$ cat src/rtl/scs8hd_lpflow_pwrseq_pkg.sv
// Shared types and defaults for the always-on power-gating sequencer.
package scs8hd_lpflow_pwrseq_pkg;

  localparam int unsigned ISO_CYC_DEF  = 2;
  localparam int unsigned SAVE_CYC_DEF = 2;
  localparam int unsigned RSTR_CYC_DEF = 2;
  localparam int unsigned TO_CYC_DEF   = 255;
  localparam int unsigned CW_DEF       = 8;
  localparam int unsigned NSTATE       = 8;

  typedef enum logic [NSTATE-1:0] {
    S_OFF     = 8'b0000_0001,
    S_SW_ON   = 8'b0000_0010,
    S_RESTORE = 8'b0000_0100,
    S_RST_REL = 8'b0000_1000,
    S_ON      = 8'b0001_0000,
    S_ISO     = 8'b0010_0000,
    S_SAVE    = 8'b0100_0000,
    S_SW_OFF  = 8'b1000_0000
  } pwrseq_state_e;

  typedef struct packed {
    logic sw_en;
    logic iso_en;
    logic save;
    logic restore;
    logic dom_resetb;
    logic pwr_on;
    logic busy;
  } pwrseq_out_t;

  localparam pwrseq_out_t OUT_OFF = '{sw_en: 1'b0, iso_en: 1'b1, save: 1'b0, restore: 1'b0,
                                      dom_resetb: 1'b0, pwr_on: 1'b0, busy: 1'b0};

endpackage

$ cat src/rtl/scs8hd_lpflow_pwrseq_sync2.sv
// Two-flop synchroniser with async active-low reset to 0.
module scs8hd_lpflow_pwrseq_sync2 (
  input  logic clk,
  input  logic resetb,
  input  logic d,
  output logic q
);

  logic meta_q;

  always_ff @(posedge clk or negedge resetb) begin
    if (!resetb) begin
      meta_q <= 1'b0;
      q      <= 1'b0;
    end else begin
      meta_q <= d;
      q      <= meta_q;
    end
  end

endmodule

$ cat src/rtl/scs8hd_lpflow_pwrseq_ctl.sv
// Power-gating sequencer: turns a level request into iso/save/switch/restore/reset ordering.
module scs8hd_lpflow_pwrseq_ctl
  import scs8hd_lpflow_pwrseq_pkg::*;
#(
  parameter int unsigned ISO_CYC  = ISO_CYC_DEF,
  parameter int unsigned SAVE_CYC = SAVE_CYC_DEF,
  parameter int unsigned RSTR_CYC = RSTR_CYC_DEF,
  parameter int unsigned TO_CYC   = TO_CYC_DEF,
  parameter int unsigned CW       = CW_DEF
) (
  input  logic clk,
  input  logic resetb,
  input  logic pwr_req,
  input  logic sw_ack,
  output logic sw_en,
  output logic iso_en,
  output logic save,
  output logic restore,
  output logic dom_resetb,
  output logic pwr_on,
  output logic busy,
  output logic err_timeout
);

  // Each timed state exits on the cycle its counter shows LAST, so it lasts exactly N cycles.
  localparam logic [CW-1:0] ISO_LAST  = CW'(ISO_CYC - 1);
  localparam logic [CW-1:0] SAVE_LAST = CW'(SAVE_CYC - 1);
  localparam logic [CW-1:0] RSTR_LAST = CW'(RSTR_CYC - 1);
  localparam logic [CW-1:0] TO_LAST   = CW'(TO_CYC - 1);
  localparam logic [CW-1:0] CNT_MAX   = {CW{1'b1}};

  pwrseq_state_e state_q, state_d;
  pwrseq_out_t   out_q, out_d;
  logic [CW-1:0] cnt_q, cnt_d;
  logic          saved_q;
  logic          err_q;
  logic          sw_ack_s;
  logic          timeout_c;

  scs8hd_lpflow_pwrseq_sync2 u_sw_ack_sync (
    .clk    (clk),
    .resetb (resetb),
    .d      (sw_ack),
    .q      (sw_ack_s)
  );

  // State register
  always_ff @(posedge clk or negedge resetb) begin
    if (!resetb) state_q <= S_OFF;
    else         state_q <= state_d;
  end

  // Next-state logic
  always_comb begin
    state_d   = state_q;
    timeout_c = 1'b0;
    case (state_q)
      S_OFF:     if (pwr_req) state_d = S_SW_ON;
      S_SW_ON: begin
        if (sw_ack_s) begin
          state_d = saved_q ? S_RESTORE : S_RST_REL;
        end else if (cnt_q == TO_LAST) begin
          state_d   = S_OFF;
          timeout_c = 1'b1;
        end
      end
      S_RESTORE: if (cnt_q == RSTR_LAST) state_d = S_RST_REL;
      S_RST_REL: state_d = S_ON;
      S_ON:      if (!pwr_req) state_d = S_ISO;
      S_ISO:     if (cnt_q == ISO_LAST) state_d = S_SAVE;
      S_SAVE:    if (cnt_q == SAVE_LAST) state_d = S_SW_OFF;
      S_SW_OFF: begin
        if (!sw_ack_s) begin
          state_d = S_OFF;
        end else if (cnt_q == TO_LAST) begin
          state_d   = S_OFF;
          timeout_c = 1'b1;
        end
      end
      default:   state_d = S_OFF;
    endcase
  end

  // Output decode from the upcoming state so registered outputs line up with the state
  always_comb begin
    out_d = OUT_OFF;
    case (state_d)
      S_OFF:     out_d = OUT_OFF;
      S_SW_ON:   begin out_d.sw_en = 1'b1; out_d.busy = 1'b1; end
      S_RESTORE: begin out_d.sw_en = 1'b1; out_d.restore = 1'b1; out_d.busy = 1'b1; end
      S_RST_REL: begin out_d.sw_en = 1'b1; out_d.dom_resetb = 1'b1; out_d.busy = 1'b1; end
      S_ON: begin
        out_d.sw_en      = 1'b1;
        out_d.iso_en     = 1'b0;
        out_d.dom_resetb = 1'b1;
        out_d.pwr_on     = 1'b1;
      end
      S_ISO:     begin out_d.sw_en = 1'b1; out_d.dom_resetb = 1'b1; out_d.busy = 1'b1; end
      S_SAVE: begin
        out_d.sw_en      = 1'b1;
        out_d.dom_resetb = 1'b1;
        out_d.save       = 1'b1;
        out_d.busy       = 1'b1;
      end
      S_SW_OFF:  out_d.busy = 1'b1;
      default:   out_d = OUT_OFF;
    endcase
  end

  // Shared saturating counter restarts on every state change
  always_comb begin
    if (state_d != state_q)  cnt_d = '0;
    else if (cnt_q == CNT_MAX) cnt_d = cnt_q;
    else                     cnt_d = cnt_q + CW'(1);
  end

  always_ff @(posedge clk or negedge resetb) begin
    if (!resetb) begin
      out_q   <= OUT_OFF;
      cnt_q   <= '0;
      saved_q <= 1'b0;
      err_q   <= 1'b0;
    end else begin
      out_q   <= out_d;
      cnt_q   <= cnt_d;
      saved_q <= saved_q | (state_d == S_SAVE);
      err_q   <= err_q | timeout_c;
    end
  end

  assign sw_en       = out_q.sw_en;
  assign iso_en      = out_q.iso_en;
  assign save        = out_q.save;
  assign restore     = out_q.restore;
  assign dom_resetb  = out_q.dom_resetb;
  assign pwr_on      = out_q.pwr_on;
  assign busy        = out_q.busy;
  assign err_timeout = err_q;

endmodule
$ cat config.mk
export PLATFORM = sky130hd
export DESIGN_NAME = scs8hd_lpflow_pwrseq_ctl
export DESIGN_NICKNAME = d
export VERILOG_FILES = /design/src/rtl/scs8hd_lpflow_pwrseq_pkg.sv /design/src/rtl/scs8hd_lpflow_pwrseq_sync2.sv /design/src/rtl/scs8hd_lpflow_pwrseq_ctl.sv
export SDC_FILE = /design/constraint.sdc
export NUM_CORES = 1
export LEC_CHECK = 0
export CAP_MARGIN = 5
export CELL_PAD_IN_SITES_DETAIL_PLACEMENT = 0
export CELL_PAD_IN_SITES_GLOBAL_PLACEMENT = 2
export CORE_MARGIN = 5
export CORE_UTILIZATION = 33
export CTS_CLUSTER_SIZE = 40
export DETAILED_ROUTE_END_ITERATION = 7
export GPL_TIMING_DRIVEN = 0
export PLACE_DENSITY = 0.77
export REMOVE_ABC_BUFFERS = 1
export SYNTH_ARGS = -nofsm -noshare
export SYNTH_HDL_FRONTEND = slang
export SYNTH_SLANG_ARGS = --single-unit
$ cat constraint.sdc
create_clock -name clk -period 2 [get_ports clk]
set_clock_uncertainty 0.15 [all_clocks]
set_input_delay 0.3 -clock clk [delete_from_list [all_inputs] [get_ports clk]]
set_output_delay 0.3 -clock clk [all_outputs]
set_load 0.01 [all_outputs]
### Word level (Yosys, flattened, before mapping)

Index checks and enable logic that the tools add are counted.

| operators by class | value |
|---|---|
| add/sub/neg operators | 1 |
| equality and inequality tests | 20 |
| multiplexer cells | 23 |
| bitwise operators | 2 |
| reductions and logical operators | 3 |

Operator list:

| cell | count |
|---|---|
| $mux W8 | 10 |
| $pmux W8 S8 | 1 |
| $eq A8 B8 Y1 const B | 4 |
| $eq A8 B1 Y1 const B | 2 |
| $eq A8 B2 Y1 const B | 2 |
| $eq A8 B3 Y1 const B | 2 |
| $eq A8 B4 Y1 const B | 2 |
| $eq A8 B5 Y1 const B | 2 |
| $eq A8 B6 Y1 const B | 2 |
| $eq A8 B7 Y1 const B | 2 |
| $reduce_or A6 Y1 | 2 |
| $mux W1 | 10 |
| $add A8 B1 Y8 const B | 1 |
| $ne A8 B8 Y1 | 1 |
| $mux W4 | 1 |
| $reduce_or A4 Y1 | 1 |
| $ne A2 B2 Y1 const B | 1 |
| $or A1 B1 Y1 | 2 |
| $pmux W1 S2 | 1 |

| storage, ports and cells | value |
|---|---|
| flip-flop bits (word level) | 27 |
| bits of input ports | 4 |
| output and inout port bits | 8 |
| word-level logic and storage cells | 62 |

### Longest topological paths before layout

Gate-level depths: netlist of run 1.

| logic depth | value |
|---|---|
| depth after elaboration | 7 |
| depth in mapped cells | 8 |
| gate-level depth less buffers | 8 |

### Modules after synthesis

A second synthesis of run 1 with hierarchy kept.

| unflattened totals | value |
|---|---|
| cell total of the unflattened synthesis | 156 |
| area total of the unflattened synthesis | 1,491.4 µm² |

Modules (own cells, without submodules):

| module | times used | cells an instance | area an instance (µm²) | sequential area each (µm²) |
|---|---|---|---|---|
| scs8hd_lpflow_pwrseq_ctl | 1 | 154 | 1,441.4 | 628.1 |
| scs8hd_lpflow_pwrseq_sync2 | 1 | 2 | 50.0 | 50.0 |

### Worst setup path after synthesis of run 1

OpenSTA, ideal clock, no wires.

| timing path | value |
|---|---|
| path type | register -> register |
| start | register state_q[7] |
| end | register out_q, in the netlist busy |
| library setup time | 70 ps |
| arrival | 1,984 ps |
| data required time | 1,780 ps |
| slack | -204 ps |
| stages on the path, launching flop included | 8 |
| buffers on the path | 1 |
| period minus slack after synthesis | 2,204 ps |
| cells stage by stage | dfrtp_1 -> buf_6 -> or4_4 -> or3_4 -> a22o_1 -> a21oi_2 -> and3b_1 -> nand3b_1 |

RTL lines:

| element | line | RTL |
|---|---|---|
| start: declaration | scs8hd_lpflow_pwrseq_ctl.sv:32 | `pwrseq_state_e state_q, state_d;` |
| start signal: assignment | scs8hd_lpflow_pwrseq_ctl.sv:50 | `else state_q <= state_d;` |
| end signal: assignment | scs8hd_lpflow_pwrseq_ctl.sv:124 | `out_q <= out_d;` |
| end: declaration | scs8hd_lpflow_pwrseq_ctl.sv:33 | `pwrseq_out_t out_q, out_d;` |

==> results of run 1 <==
==> cells in the final DEF, fill, tap and decap left out, types with 3 or more instances in the layout <==
master           synthesis  routed
nor3_1                   6       3
or3_1                    3       3
nand4_1                  3       3
nor2_1                  15      11
inv_1                    6       5
nand2_1                  7       6
xnor2_1                  3       3
xor2_1                   3       3
nand3_1                  7       7
dfrtp_1                 25      22
nand3b_1                 4       4
clkdlybuf4s50_1          0      10
nor2b_1                  3       3
clkbuf_8                 0       3
buf_4                    1      13
dfrtp_2                  0       3
nor2_2                   0       4
a211oi_2                 0       3
==> worst min-delay path by stage <==
stage | start | endpoint | slack, ns
finish | u_sw_ack_sync.meta_q | u_sw_ack_sync.q | 0.21
global route | u_sw_ack_sync.meta_q | u_sw_ack_sync.q | 0.22
CTS | u_sw_ack_sync.meta_q | u_sw_ack_sync.q | 0.21
detailed placement | u_sw_ack_sync.meta_q | u_sw_ack_sync.q | 0.19
global placement | u_sw_ack_sync.meta_q | u_sw_ack_sync.q | 0.19
floorplan | resetb | busy | -0.15
==> cell type report <==
class,instances,area (sq um),area share [%]
multi-input cells,100,823,43.8
clock inverters,1,5.00,0.266
repair buffers,27,244,13.0
inverters,6,22.5,1.20
flip-flops and latches,27,682,36.3
well taps,50,62.6,3.33
clock buffers,3,41.3,2.20
==> synthesized netlist by cell type (2+ instances only) <==
master,number,share of area (%)
a2111oi_0,2,1.2
a211oi_1,4,2.1
a21o_1,2,1.1
a21oi_1,4,1.4
and4_1,2,1.2
clkbuf_1,3,0.80
dfrtp_1,25,44
dfstp_2,2,3.7
ha_1,3,2.7
inv_1,6,1.6
nand2_1,7,1.9
nand3_1,7,2.5
nand3b_1,4,2.1
nand4_1,3,1.3
nand4b_1,2,1.2
nor2_1,15,4.0
nor2b_1,3,1.3
nor3_1,6,2.1
nor3b_1,2,1.1
or2_2,2,0.89
or3_1,3,1.3
xnor2_1,3,1.9
xor2_1,3,1.9
==> cells by family after synthesis <==
logic type / Yosys count / share of synthesized area (%)
adder cells (fa/ha/maj): 3 / 2.67
AND/OR/NAND/NOR: 65 / 27.2
multiplexers: 2 / 1.51
XOR/XNOR: 6 / 3.74
AO/OA/AOI/OAI: 24 / 12.5
flip-flops: 27 / 48.2
buffers and inverters: 12 / 4.09
==> stage by stage <==
step	area, sq um	power [mW]
3_3_place_gp	1540	1.11
5_1_grt	1880	1.78
6_report	1880	1.68
2_1_floorplan	1370	0.963
3_5_place_dp	1540	1.12
4_1_cts	1750	1.54
==> routing by layer <==
layer,GRT usage [%],up-vias,routed length [um]
met5,0,-,0
met4,5.24,0,61
met3,2.54,7,120
met2,21.4,18,1720
met1,16.8,568,1470
li1,-,554,-
==> where the power goes <==
part / total, mW / leakage [nW] / switching (mW) / internal, mW
combinational: 0.672 / 0.420 / 0.312 / 0.360
sequential: 0.699 / 0.356 / 0.0791 / 0.620
clock: 0.311 / 0.0255 / 0.171 / 0.140
==> state kept, by name (all words and copies together) (netlist names) <==
register,flops
restore,1
pwr_on,1
sw_en,1
u_sw_ack_sync.meta_q,1
err_timeout,1
busy,1
save,1
saved_q,1
dom_resetb,1
state_q,8
u_sw_ack_sync.q,1
cnt_q,8
iso_en,1
==> repair_timing <==
action | CTS | global route
setup buffers | 7 | 10
resized for setup | 18 | 19
setup endpoints to repair | 16 | 19
hold endpoints to repair | 0 | 25
hold buffers | 0 | 1
pin swaps | 7 | 9
==> critical path, stage by stage, from the launching register on <==
cell	delay, ns
dfrtp_2	0.46
or4_4	0.53
or3_4	0.38
a22o_1	0.22
a21oi_2	0.16
and3b_1	0.21
nand3b_1	0.09
==> flow_summary.ini, run 1 <==
[placement]
dp_slack_ns = -0.718
io_buffers = 11
place.gp.congestion = 0.807
dp.cells = 194
dpl.hpwl_mm = 2.22

[cts]
cts.sinks = 27
htreeDepth = 1
cts-root-buf = clkbuf_8
insertion_delay_ns = 0.27
clkTransAtPathRegs_ns = 0.09
numCtsBuffers = 3
cts_tree = done
cts.path.max_buffers = 2

[yosys]
yosysSeqAreaShare_pct = 48.2
synthDistinctLibCells = 49
netlist_instances = 139
synthArstFlopShare_pct = 100
ys.flop_type = dfrtp_1
synth.ff_latch_count = 27
netlist_area_sq_mm = 0.00141
synth-edff-count = 0
yosys_warnings = 0
avgSynthCellArea_sq_um = 10.1

[floorplan]
initial_utilization_pct = 34.7
coreArea_sq_mm = 0.00406
dieArea_sq_mm = 0.00567
die_w_um = 75.3
pin_count = 12
row_count = 23
die_y_um = 75.3

[status]
outcome = finished with violations
violations = negative setup slack

[routing]
wl_per_cell_um = 15.7
routed_wl_mm = 3.37
routed_via_density = 5.36
num_vias = 1147
drcViolationCount = 0
firstDrtPassIters = 4
ant_nets = 0
first_iter_violations = 63

[cells_and_area]
area_delta_synth_final_pct = 33.7
final_nets = 172
antenna_cells = 0
finalNonFillerCells = 214
drive_gt1_share_pct = 34.1
utilization_pct = 46.3
fillCellCount = 365

[hold_path]
hold_path.class = reg -> reg
worstHoldPathCells = 0

[timing]
finalSetupViolations = 15
max_freq_mhz = 445
fin_setup_tns_ns = -1.82
hold_ws_ns = 0.208
worstMarginPinSlew_ns = 0.606
timing.final.ws_setup_ns = -0.249
period_share_pct = 112
finalHoldViolCount = 0
slew_headroom_pct = 59.6
rsz0062_at_grt = true
finalMaxSlewViolations = 0
period_minus_slack_ns = 2.25

[global_route]
grt_pass1_vias = 1182
antenna_found_initial = 0
grt_use_total_pct = 13.0
grt_overflow_total = 0
grt_pass1_wl_mm = 5.61
grt_max_degree = 28

[worst_setup_path]
regToRegStartpoint = state_q[7]
crit_type = reg -> reg
required_ns = 2.06
reg2regPathDepth = 6
endpoint_kind = register
critical_path.max_fanout = 5
startpoint_type = register
startpoint = state_q[7]
endpoint = busy
cp.arrival_ns = 2.31
reg2reg_to = busy
reg2reg_slack_ns = -0.25

[run]
maxCapViolCount = 0

[pwr]
p_per_area_mw_per_mm2 = 894
ir_drop_v = 0.000349
p_leak_nw = 0.802
Note: power is estimated with default switching activity, not from simulation.
==> run 2: changes to the inputs <==
--- a/config.mk
+++ b/config.mk
@@ -14,6 +14,7 @@
 export DETAILED_ROUTE_END_ITERATION = 7
 export GPL_TIMING_DRIVEN = 0
 export PLACE_DENSITY = 0.77
+export RECOVER_POWER = 25
 export REMOVE_ABC_BUFFERS = 1
 export SYNTH_ARGS = -nofsm -noshare
 export SYNTH_HDL_FRONTEND = slang
==> flow_summary.ini, run 2 (synthesis gave the netlist of run 1 again) <==
[status]
outcome = finished with violations
violations = negative setup slack

[global_route]
grt_max_degree = 28
grt_use_total_pct = 13.0
grt_pass1_wl_mm = 5.61
antenna_found_initial = 0
grt_pass1_vias = 1182
grt_overflow_total = 0

[cells_and_area]
stdcell_area_sq_mm = 0.00188
final_cell_mix = 22 x dfrtp_1, 13 x buf_4, 11 x nor2_1
finalNonFillerCells = 214
drive_gt1_share_pct = 34.1
area_delta_synth_final_pct = 33.7
final_nets = 172
antenna_cells = 0
utilization_pct = 46.3
top_regs = cnt_q: 8 flops, state_q: 8 flops
layout_commonest_cell = dfrtp_1

[timing]
finalHoldViolCount = 0
fin_setup_tns_ns = -1.82
hold_ws_ns = 0.208
period_minus_slack_ns = 2.25
slew_headroom_pct = 55.0
max_freq_mhz = 445
period_share_pct = 112
rsz0062_at_grt = true
finalMaxSlewViolations = 0
timing.final.ws_setup_ns = -0.249
worstMarginPinSlew_ns = 0.674
finalSetupViolations = 15

[placement]
place.gp.congestion = 0.807
dp.cells = 194
dp_slack_ns = -0.718
io_buffers = 11
dpl.hpwl_mm = 2.22
dpl_cell_area_sq_mm = 0.00154

[cts]
numCtsBuffers = 3
cts.path.max_buffers = 2
clkTransAtPathRegs_ns = 0.09
cts_tree = done
cts.sinks = 27
insertion_delay_ns = 0.27
cts-root-buf = clkbuf_8
htreeDepth = 1

[pwr]
p_comb_share_pct = 39.9
total_power_mw = 1.68
ir_drop_v = 0.000349
sw_frac_of_total_pct = 33.4
pwr-share-clk_pct = 18.5
p_switching_uw = 562
p_per_area_mw_per_mm2 = 893
seqPwrFrac_pct = 41.6
p_int_mw = 1.12
p_leak_nw = 0.802

[floorplan]
die_y_um = 75.3
die_w_um = 75.3
row_count = 23
pin_count = 12
initial_utilization_pct = 34.7
coreArea_sq_mm = 0.00406
dieArea_sq_mm = 0.00567

[worst_setup_path]
critical_path.max_fanout = 5
cp.arrival_ns = 2.31
cp.depth = 6
crit_slowest_cell = or4_4
endpoint_kind = register
critPathMaxStageDelay_ns = 0.53
crit_family = simple AND/OR/NAND/NOR gates
crit_chain = or4_4, or3_4, a22o_1, a21oi_2, and3b_1, nand3b_1
crit_type = reg -> reg
worstPathBufferInverterCount = 0
startpoint_type = register
required_ns = 2.06
reg2regPathDepth = 6

[routing]
num_vias = 1146
routed_wl_mm = 3.37
ant_nets = 0
routed_via_density = 5.36
wl_per_cell_um = 15.7
drcViolationCount = 0
first_iter_violations = 63
firstDrtPassIters = 4

[run]
maxCapViolCount = 0

[hold_path]
hold_path.class = reg -> reg
worstHoldPathCells = 0
[run 2: cell count changes in the layout (fill, tap and decap cells not counted), sizes merged]
cell,change
dlygate4sd3,+1
buf,-1
clkdlybuf4s50,-1
clkbuf,+1
[run 2: path summary, 6_finish.rpt]
check                             endpoint                  from  slack [ns]
max reg2reg                           busy            state_q[7]       -0.25
min                        u_sw_ack_sync.q  u_sw_ack_sync.meta_q        0.21
min reg2reg                u_sw_ack_sync.q  u_sw_ack_sync.meta_q        0.21
min in group asynchronous             save                resetb        0.44
max in group asynchronous       state_q[7]                resetb        0.79
max                                   busy            state_q[7]       -0.25
[run 2: final cells by class]
class / count / area, sq um
multi-input combinational: 100 / 823
clock inverter: 1 / 5.00
clock buffer: 3 / 41.3
fill: 365 / 2180
tap: 50 / 62.6
timing repair buffer: 27 / 244
sequential: 27 / 682
inverter: 6 / 22.5
[run 2: worst reg2reg max path, cell delays in order (launching register included)]
cell      delay (ns)
dfrtp_2         0.46
or4_4           0.53
or3_4           0.38
a22o_1          0.22
a21oi_2         0.16
and3b_1         0.21
nand3b_1        0.09
[run 2: layer usage]
metal / global-route usage [%] / routed length, um / vias up
met2: 21.4 / 1720 / 18
met1: 16.8 / 1470 / 567
met5: 0 / 0 / -
met3: 2.54 / 116 / 7
met4: 5.24 / 61 / 0
li1: - / - / 554
[run 2: power by group through the flow]
stage / Clock [mW] / Sequential, mW / Combinational (mW)
2_1_floorplan: 0 / 0.700 / 0.263
3_3_place_gp: 0 / 0.707 / 0.407
3_5_place_dp: 0 / 0.712 / 0.408
4_1_cts: 0.315 / 0.702 / 0.527
5_1_grt: 0.337 / 0.710 / 0.734
6_report: 0.311 / 0.699 / 0.671
[run 2: timing repair]
action | 4_1_cts | 5_1_grt
setup endpoints to repair | 16 | 19
buffers inserted | 7 | 10
hold buffers | 0 | 1
pin swaps | 7 | 9
hold endpoints to repair | 0 | 25
resized for setup | 18 | 19
